==> src/rtl/snake_mouse_pkg.sv <==
// Shared types and constants for the PS/2 mouse receiver.
// The state enum and packet header layout are used by ps2_rx_byte and ps2_mouse_rx.
package snake_mouse_pkg;

    localparam int unsigned PS2_FRAME_BITS = 11;
    localparam int unsigned PS2_PKT_BYTES  = 3;

    typedef enum logic [1:0] {IDLE, DATA, PARITY, STOP} ps2_state_t;

    typedef struct packed {
        logic yo;
        logic xo;
        logic ys;
        logic xs;
        logic one;
        logic m;
        logic r;
        logic l;
    } mouse_hdr_t;

    // Clamp a signed 13-bit position sum into 0..maxv.
    function automatic logic [11:0] clamp_pos(input logic signed [12:0] v,
                                              input logic [11:0] maxv);
        if (v < 0) begin
            return 12'd0;
        end else if (v > $signed({1'b0, maxv})) begin
            return maxv;
        end else begin
            return v[11:0];
        end
    endfunction

endpackage

==> src/rtl/ps2_rx_byte.sv <==
// PS/2 byte receiver: pin synchronizer, falling-edge detect, frame FSM, idle timeout.
// Odd parity is checked only when PS2_PARITY_CHECK_EN is defined.
module ps2_rx_byte
    import snake_mouse_pkg::*;
#(
    parameter int unsigned TIMEOUT_CYCLES = 150_000
) (
    input  logic       clk,
    input  logic       rst,
    input  logic       ps2_clk,
    input  logic       ps2_data,
    input  logic       pkt_busy,
    output logic       byte_valid,
    output logic [7:0] byte_data,
    output logic       byte_err,
    output logic       abort
);

    localparam int unsigned CW = $clog2(TIMEOUT_CYCLES + 1);

    logic [1:0]    clk_sync;
    logic [1:0]    data_sync;
    logic          clk_prev;
    logic          fall;
    logic          din;
    ps2_state_t    state;
    logic [2:0]    bit_cnt;
    logic [7:0]    shreg;
    logic [CW-1:0] tcnt;
    logic          timed_out;
    logic          par_ok;

    assign fall = clk_prev & ~clk_sync[1];
    assign din  = data_sync[1];

    // The registered abort suppresses a repeat while the packet index is still clearing.
    assign timed_out = (tcnt == CW'(TIMEOUT_CYCLES)) && ((state != IDLE) || pkt_busy) && !abort;

`ifdef PS2_PARITY_CHECK_EN
    logic parity_bit;
    assign par_ok = ^{shreg, parity_bit};
`else
    assign par_ok = 1'b1;
`endif

    always_ff @(posedge clk) begin
        if (rst) begin
            clk_sync   <= 2'b11;
            data_sync  <= 2'b11;
            clk_prev   <= 1'b1;
            state      <= IDLE;
            bit_cnt    <= 3'd0;
            shreg      <= 8'd0;
            tcnt       <= '0;
            byte_valid <= 1'b0;
            byte_data  <= 8'd0;
            byte_err   <= 1'b0;
            abort      <= 1'b0;
`ifdef PS2_PARITY_CHECK_EN
            parity_bit <= 1'b0;
`endif
        end else begin
            clk_sync   <= {clk_sync[0], ps2_clk};
            data_sync  <= {data_sync[0], ps2_data};
            clk_prev   <= clk_sync[1];
            byte_valid <= 1'b0;
            byte_err   <= 1'b0;
            abort      <= 1'b0;
            if (fall) begin
                tcnt <= '0;
                case (state)
                    IDLE: begin
                        if (!din) begin
                            state   <= DATA;
                            bit_cnt <= 3'd0;
                        end
                    end
                    DATA: begin
                        shreg   <= {din, shreg[7:1]};
                        bit_cnt <= bit_cnt + 3'd1;
                        if (bit_cnt == 3'd7) begin
                            state <= PARITY;
                        end
                    end
                    PARITY: begin
`ifdef PS2_PARITY_CHECK_EN
                        parity_bit <= din;
`endif
                        state <= STOP;
                    end
                    default: begin
                        state <= IDLE;
                        if (din && par_ok) begin
                            byte_valid <= 1'b1;
                            byte_data  <= shreg;
                        end else begin
                            byte_err <= 1'b1;
                        end
                    end
                endcase
            end else if (timed_out) begin
                state <= IDLE;
                abort <= 1'b1;
            end else if (tcnt != CW'(TIMEOUT_CYCLES)) begin
                tcnt <= tcnt + 1'b1;
            end
        end
    end

endmodule

==> src/rtl/ps2_mouse_rx.sv <==
// PS/2 mouse packet assembler: integrates 3-byte movement packets into a clamped cursor.
// Define PS2_PARITY_CHECK_EN to reject bytes with bad odd parity.
module ps2_mouse_rx
    import snake_mouse_pkg::*;
#(
    parameter int unsigned TIMEOUT_CYCLES = 150_000,
    parameter int unsigned X_MAX          = 1023,
    parameter int unsigned Y_MAX          = 767
) (
    input  logic        clk,
    input  logic        rst,
    input  logic        ps2_clk,
    input  logic        ps2_data,
    output logic [11:0] xpos,
    output logic [11:0] ypos,
    output logic [2:0]  btn,
    output logic        pkt_valid,
    output logic        frame_err
);

    logic              byte_valid;
    logic [7:0]        byte_data;
    logic              byte_err;
    logic              abort;
    logic [1:0]        byte_idx;
    logic              yo_q, xo_q, ys_q, xs_q;
    logic [2:0]        btn_hdr_q;
    logic [7:0]        dx_byte_q;
    mouse_hdr_t        hdr;
    logic signed [12:0] dx_ext, dy_ext, x_sum, y_sum;

    ps2_rx_byte #(
        .TIMEOUT_CYCLES(TIMEOUT_CYCLES)
    ) u_rx (
        .clk        (clk),
        .rst        (rst),
        .ps2_clk    (ps2_clk),
        .ps2_data   (ps2_data),
        .pkt_busy   (byte_idx != 2'd0),
        .byte_valid (byte_valid),
        .byte_data  (byte_data),
        .byte_err   (byte_err),
        .abort      (abort)
    );

    assign hdr = mouse_hdr_t'(byte_data);

    // dy comes straight from the byte being accepted; Y grows downward on screen.
    always_comb begin
        dx_ext = xo_q ? 13'sd0 : $signed({{4{xs_q}}, xs_q, dx_byte_q});
        dy_ext = yo_q ? 13'sd0 : $signed({{4{ys_q}}, ys_q, byte_data});
        x_sum  = $signed({1'b0, xpos}) + dx_ext;
        y_sum  = $signed({1'b0, ypos}) - dy_ext;
    end

    always_ff @(posedge clk) begin
        if (rst) begin
            xpos      <= 12'((X_MAX + 1) / 2);
            ypos      <= 12'((Y_MAX + 1) / 2);
            btn       <= 3'd0;
            pkt_valid <= 1'b0;
            frame_err <= 1'b0;
            byte_idx  <= 2'd0;
            yo_q      <= 1'b0;
            xo_q      <= 1'b0;
            ys_q      <= 1'b0;
            xs_q      <= 1'b0;
            btn_hdr_q <= 3'd0;
            dx_byte_q <= 8'd0;
        end else begin
            pkt_valid <= 1'b0;
            frame_err <= 1'b0;
            if (byte_err || abort) begin
                frame_err <= 1'b1;
                byte_idx  <= 2'd0;
            end else if (byte_valid) begin
                case (byte_idx)
                    2'd0: begin
                        if (hdr.one) begin
                            yo_q      <= hdr.yo;
                            xo_q      <= hdr.xo;
                            ys_q      <= hdr.ys;
                            xs_q      <= hdr.xs;
                            btn_hdr_q <= {hdr.m, hdr.r, hdr.l};
                            byte_idx  <= 2'd1;
                        end
                    end
                    2'd1: begin
                        dx_byte_q <= byte_data;
                        byte_idx  <= 2'd2;
                    end
                    default: begin
                        xpos      <= clamp_pos(x_sum, 12'(X_MAX));
                        ypos      <= clamp_pos(y_sum, 12'(Y_MAX));
                        btn       <= btn_hdr_q;
                        pkt_valid <= 1'b1;
                        byte_idx  <= 2'd0;
                    end
                endcase
            end
        end
    end

endmodule

==> config.mk <==
export PLATFORM = sky130hd
export DESIGN_NAME = ps2_mouse_rx
export DESIGN_NICKNAME = d
export VERILOG_FILES = /design/src/rtl/snake_mouse_pkg.sv /design/src/rtl/ps2_rx_byte.sv /design/src/rtl/ps2_mouse_rx.sv
export SDC_FILE = /design/constraint.sdc
export NUM_CORES = 1
export LEC_CHECK = 0
export CORE_MARGIN = 3
export CORE_UTILIZATION = 30
export DETAILED_ROUTE_END_ITERATION = 8
export PLACE_DENSITY_LB_ADDON = 0.12
export SETUP_SLACK_MARGIN = 0.5
export SLEW_MARGIN = 15
export SYNTH_ARGS = -nofsm -noshare
export SYNTH_HDL_FRONTEND = slang
export SYNTH_SLANG_ARGS = --single-unit
==> constraint.sdc <==
create_clock -name clk -period 3.6 [get_ports clk]
set_input_delay 0.54 -clock clk [delete_from_list [all_inputs] [get_ports clk]]
set_output_delay 0.54 -clock clk [all_outputs]
set_load 0.02 [all_outputs]
* Yosys cells after proc, flatten, opt, wreduce, memory -nomap -nowiden
Index checks and enable logic that the tools add are counted.
** Storage, ports and cells
- Output and inout bits :: 29
- Register bits after elaboration :: 93
- Input bits :: 4
- Logic and storage cells :: 95
** Cells by class
- Reduce and logical (&&, ||, !) cells :: 26
- Mux-type cells :: 20
- Bitwise logic cells :: 8
- $lt $le $gt $ge :: 4
- Eq/ne operators :: 10
- $add $sub $neg :: 4
** Operator list (count)
- 2-to-1 mux 12 bit :: 4
- > comparator 13 x 11 -> 1 bit (second input constant) :: 2
- < comparator 13 x 1 -> 1 bit (second input constant) :: 2
- 2-to-1 mux 13 bit :: 2
- adder 18 x 1 -> 18 bit (second input constant) :: 1
- equality test 18 bit (second input constant) :: 1
- inequality test 18 bit (second input constant) :: 1
- AND reduction 3 bit :: 5
- adder 13 bit :: 1
- subtractor 13 bit :: 1
- 2-to-1 mux 2 bit :: 5
- nonzero test 2 bit :: 4
- NOT 1 bit :: 7
- inequality test 3 bit (second input constant) :: 2
- case mux 2 bit (3 select lines) :: 1
- case mux 3 bit (2 select lines) :: 1
- AND reduction 2 bit :: 3
- OR reduction 2 bit :: 3
- OR reduction 3 bit :: 2
- 2-to-1 mux 1 bit :: 5
- OR reduction 5 bit :: 1
- equality test 2 x 1 -> 1 bit (second input constant) :: 2
- zero test 2 bit :: 2
- case mux 2 bit (2 select lines) :: 1
- 11 further kinds :: 13

* Depth between registers and ports, before layout
- Depth in word-level cells :: 6
- Depth in mapped cells :: 12
- Gate-level depth less buffers :: 11

* Hierarchy
A second synthesis with hierarchy kept.
** Unflattened totals
- Cell total of the unflattened synthesis :: 604
- Area, all modules :: 5134.9 um2
** Modules (own cells, without submodules)
- ps2_mouse_rx :: area each 3096.7 um2, instances 1, seq. area each 920.9 um2, cells an instance 370
- ps2_rx_byte :: area each 2038.2 um2, instances 1, seq. area each 940.9 um2, cells an instance 234

* Least setup slack after synthesis
Ideal clock, no wire load.
- Path kind :: reg2reg
- Start :: reg ypos[0]
- End :: reg ypos[0]
- Cell stages (with the launch flop) :: 11
- Buffers on the path :: 0
- Setup time :: 0.060 ns
- Arrival time :: 2.604 ns
- Slack :: 0.936 ns
- Clock period less this slack :: 2.664 ns
- Required time :: 3.540 ns
- Path through :: dfxtp_1 > inv_1 > ha_1 > fa_1 > nor2b_2 > o2111ai_1 > a21bo_1 > and2_4 > or3_4 > a311oi_4 > a22o_1
** Between the ends
- Word-level cells in the longest chain between the ends :: 4
- Elaborated cells between the ends (all ways) :: 5
- Those cells by class :: 1 x add/sub; 2 x order compare; 2 x mux
** Ends and longest elaborated chain
- start: declaration :: line ps2_mouse_rx.sv:15 : output logic [11:0] ypos,
- start signal: assignment :: line ps2_mouse_rx.sv:59 : ypos <= 12'((Y_MAX + 1) / 2);
- start signal: assignment :: line ps2_mouse_rx.sv:94 : ypos <= clamp_pos(y_sum, 12'(Y_MAX));
- subtractor 13 bit (*) :: line ps2_mouse_rx.sv:53 : y_sum = $signed({1'b0, ypos}) - dy_ext;
- > comparator 13 x 11 -> 1 bit :: line snake_mouse_pkg.sv:26 : end else if (v > $signed({1'b0, maxv})) begin
- 2-to-1 mux 12 bit :: line snake_mouse_pkg.sv:26
- 2-to-1 mux 12 bit (*) :: line snake_mouse_pkg.sv:24 : if (v < 0) begin
Mark *: on every way between the ends. The rest lies on a longest branch, timed or not.
A chain may end at the register's enable or synchronous reset.

* Worst setup path after layout
- Start :: reg u_rx.byte_data[0]
- End :: reg ypos[7]
** Between the ends
- Word-level cells in the longest chain between the ends :: 5
- Elaborated cells between the ends (all ways) :: 6
- Those cells by class :: 1 x add/sub; 2 x order compare; 3 x mux
** Ends and longest elaborated chain
- start: declaration :: line ps2_rx_byte.sv:14 : output logic [7:0] byte_data,
- start signal: assignment :: line ps2_rx_byte.sv:95 : byte_data <= shreg;
- 2-to-1 mux 13 bit (*) :: line ps2_mouse_rx.sv:51 : dy_ext = yo_q ? 13'sd0 : $signed({{4{ys_q}}, ys_q, byte_data});
- subtractor 13 bit (*) :: line ps2_mouse_rx.sv:53
- > comparator 13 x 11 -> 1 bit :: line snake_mouse_pkg.sv:26
- 2-to-1 mux 12 bit :: line snake_mouse_pkg.sv:26
- 2-to-1 mux 12 bit (*) :: line snake_mouse_pkg.sv:24
Marked as above.

==> out/results.tsv <==
metric	value	unit
status	complete, no violations	
hold_path.class	flip-flop to flip-flop	
first_iter_violations	242	
fin_crit	2.94	ns
power.internal	1.52	mW
whs_path_depth	1	
netlist.area_leader.share	0.371	
p_comb_frac	0.018	
clkSlewWorstSetupHoldPaths	0.07	ns
critical_path_buf_inv_count	0	
worst_pin_slew	1.04	ns
cap_viol_max_count	0	
r2r_cells	10	
whs	0.412	ns
post_drt_via_cell_ratio	5.04	
path_cells	nor2b_1, ha_1, fa_1, nor2b_2, o2111ai_1, a21bo_1, and3_1, or4_1, nand3_1, o22a_1	
crit_slowest_cell	or4_1	
worstSetupPathType	flip-flop to flip-flop	
hold_start	u_rx.data_sync[0]$_SDFF_PP1_	
p_switching	0.472	mW
synthArstFlopShare	0	
netlist_instances	581	
slew_viol_final	0	
initial_utilization	0.311	
swShare	0.237	
gp_congestion	0.798	
hold_path_end	u_rx.data_sync[1]$_SDFF_PP1_	
wl_per_cell	14.5	um
r2r_slack	0.66	ns
arrival	3.23	ns
crit-reg2reg-launch	u_rx.byte_data[0]$_SDFFE_PP0P_	
post-route-util	0.362	
hold_viol	0	
slowest_delay	0.68	ns
wirelength	12.1	mm
fp.dieW	135	um
power_density	341	nW/um2
skew	0.00928	ns
max_freq	340	MHz
core_area	16100	um2
p_leak	2.35	nW
grt_pass1_vias	3878	
die_area	18300	um2
synth_common_cells	dfxtp_1 (93), nand2_1 (68), nor2_1 (61)	
worstPathRequired	3.89	ns
numCtsBuffers	9	
track_usage	0.136	
r2r_end	ypos[7]$_SDFFE_PP1P_	
synth.top_cells.by_area	dfxtp_1 (37%), ha_1 (7.5%), nand2_1 (5.1%), nor2_1 (4.6%), a21oi_1 (4.4%)	
setup_tns	0	ns
io_buffers	32	
die_y	135	um
critPathMaxFanout	8	
final_net_count	645	
syn_area	5010	um2
synth_cell_types	66	
ant_nets	0	
timing.final.crit_share	0.816	
root_buffer	clkbuf_16	
drt_first_pass_iters	5	
irDropWorstVdd	0.000216	V
path_delay_family	simple AND/OR/NAND/NOR gates	
diodes	0	
synth_nets	617	
clock_latency	0.35	ns
area_growth_syn_to_layout	16.4	%
grt_overflow	0	
synth_edf_count	0	
htree_levels	3	
synth_top_cell_by_area	dfxtp_1	
grt_pass1_wl	20.1	mm
end_kind	flip-flop	
yosys_warnings	0	
setup_violations	0	
seq_area_frac_synth	0.371	
synth_flop_cell	dfxtp_1	
ys_seq_elements	93	
antenna_found_initial	0	
rsz0062_at_grt	false	
clkPwrFrac	0.461	
final_layout_size_suffix_gt1_frac	0.0831	
hpwl	8.58	mm
final_area	5840	um2
post-route-drc-count	0	
synth.most_common_cell	dfxtp_1	
fill_cells	1680	
via_count	4184	
io_pins	33	
rows	46	
cts_tree	done	
slew_headroom	0.305	
pwr-share-seq	0.521	
dpl-instance-area	5510	um2
clkSinkCount	93	
grt_start_max_net_pins	48	
synth_area_per_cell	8.63	um2
ctsHoldBuffers	0	
cts.path.max_buffers	2	
critPathLaunchType	flip-flop	
metrics by stage:
step           cells  setup slack [ns]  power, mW
2_1_floorplan    581             0.936       1.09
6_report         830             0.661       1.99
3_3_place_gp     808             0.617       1.10
5_1_grt          830             0.502       2.06
3_5_place_dp     808             0.607       1.10
4_1_cts          824             0.587       2.02
cells in the final DEF (no fill, tap or decap), types with 12 or more instances in the layout:
master           netlist  final
dfxtp_1               93     91
nand2_1               68     68
nor2_1                61     61
a21oi_1               44     44
clkdlybuf4s50_1        0     31
ha_1                  30     30
mux2i_1               18     18
nand3_1               16     16
xor2_1                16     16
inv_1                 15     15
nand2b_1              15     15
nor2b_1               13     13
o21ai_0               12     12
layout make-up:
| type | instances | area (um2) | share of cell area |
|---|---|---|---|
| multi-input cells | 450 | 2990 | 0.513 |
| flip-flops and latches | 93 | 1860 | 0.319 |
| repair buffers | 40 | 375 | 0.0643 |
| well taps | 216 | 270 | 0.0463 |
| clock buffers | 10 | 229 | 0.0392 |
| inverters | 15 | 56.3 | 0.00965 |
| clock inverters | 6 | 47.5 | 0.00815 |
power by group through the flow:
stage                     registers, mW  logic, mW  clock network (mW)
after floorplan                    1.06     0.0267                   0
after global placement             1.06     0.0366                   0
after detailed placement           1.06     0.0371                   0
after CTS                          1.04     0.0372               0.948
after global routing               1.04     0.0418               0.985
final                              1.04     0.0365               0.918
registers in the layout, summed over array words and instances, names as in the netlist, 2 cells and up:
register	cells
u_rx.data_sync	2
u_rx.tcnt	18
u_rx.state	2
ypos	12
dx_byte_q	8
u_rx.bit_cnt	3
byte_idx	2
xpos	12
u_rx.clk_sync	2
btn	3
u_rx.shreg	8
u_rx.byte_data	8
btn_hdr_q	3
cell families (layout without fill, tap and decap cells):
group,Yosys count,in the layout,share of synthesized area
and+or+nand+nor,252,252,0.255
AOI/OAI and AO/OA,117,117,0.164
DFF,93,93,0.371
buffers and inverters,38,71,0.0314
adders and majority gates,32,32,0.0829
xor gates and xnor gates,30,30,0.0569
muxes,19,19,0.0382
worst max-delay path by stage:
stage	start	to	cells after the start
after floorplan	ypos[0]$_SDFFE_PP0P_	ypos[0]$_SDFFE_PP0P_	10
after CTS	yo_q$_SDFFE_PP0P_	ypos[5]$_SDFFE_PP0P_	10
after global routing	xo_q$_SDFFE_PP0P_	xpos[6]$_SDFFE_PP0P_	11
after detailed placement	yo_q$_SDFFE_PP0P_	ypos[0]$_SDFFE_PP0P_	10
final	u_rx.byte_data[0]$_SDFFE_PP0P_	ypos[7]$_SDFFE_PP1P_	10
after global placement	yo_q$_SDFFE_PP0P_	ypos[0]$_SDFFE_PP0P_	10
metal layers:
layer,GRT usage,share of wire,vias up
li1,-,-,2116
met1,0.195,0.51,1964
met2,0.203,0.44,89
met3,0.0227,0.036,15
met4,0.0549,0.021,0
met5,0,0,-
repair_timing:
action | in CTS | in global routing
resized for setup | 0 | 2
setup endpoints to repair | 0 | 17
setup buffers | 0 | 6
(Power assumes the default switching activity.)
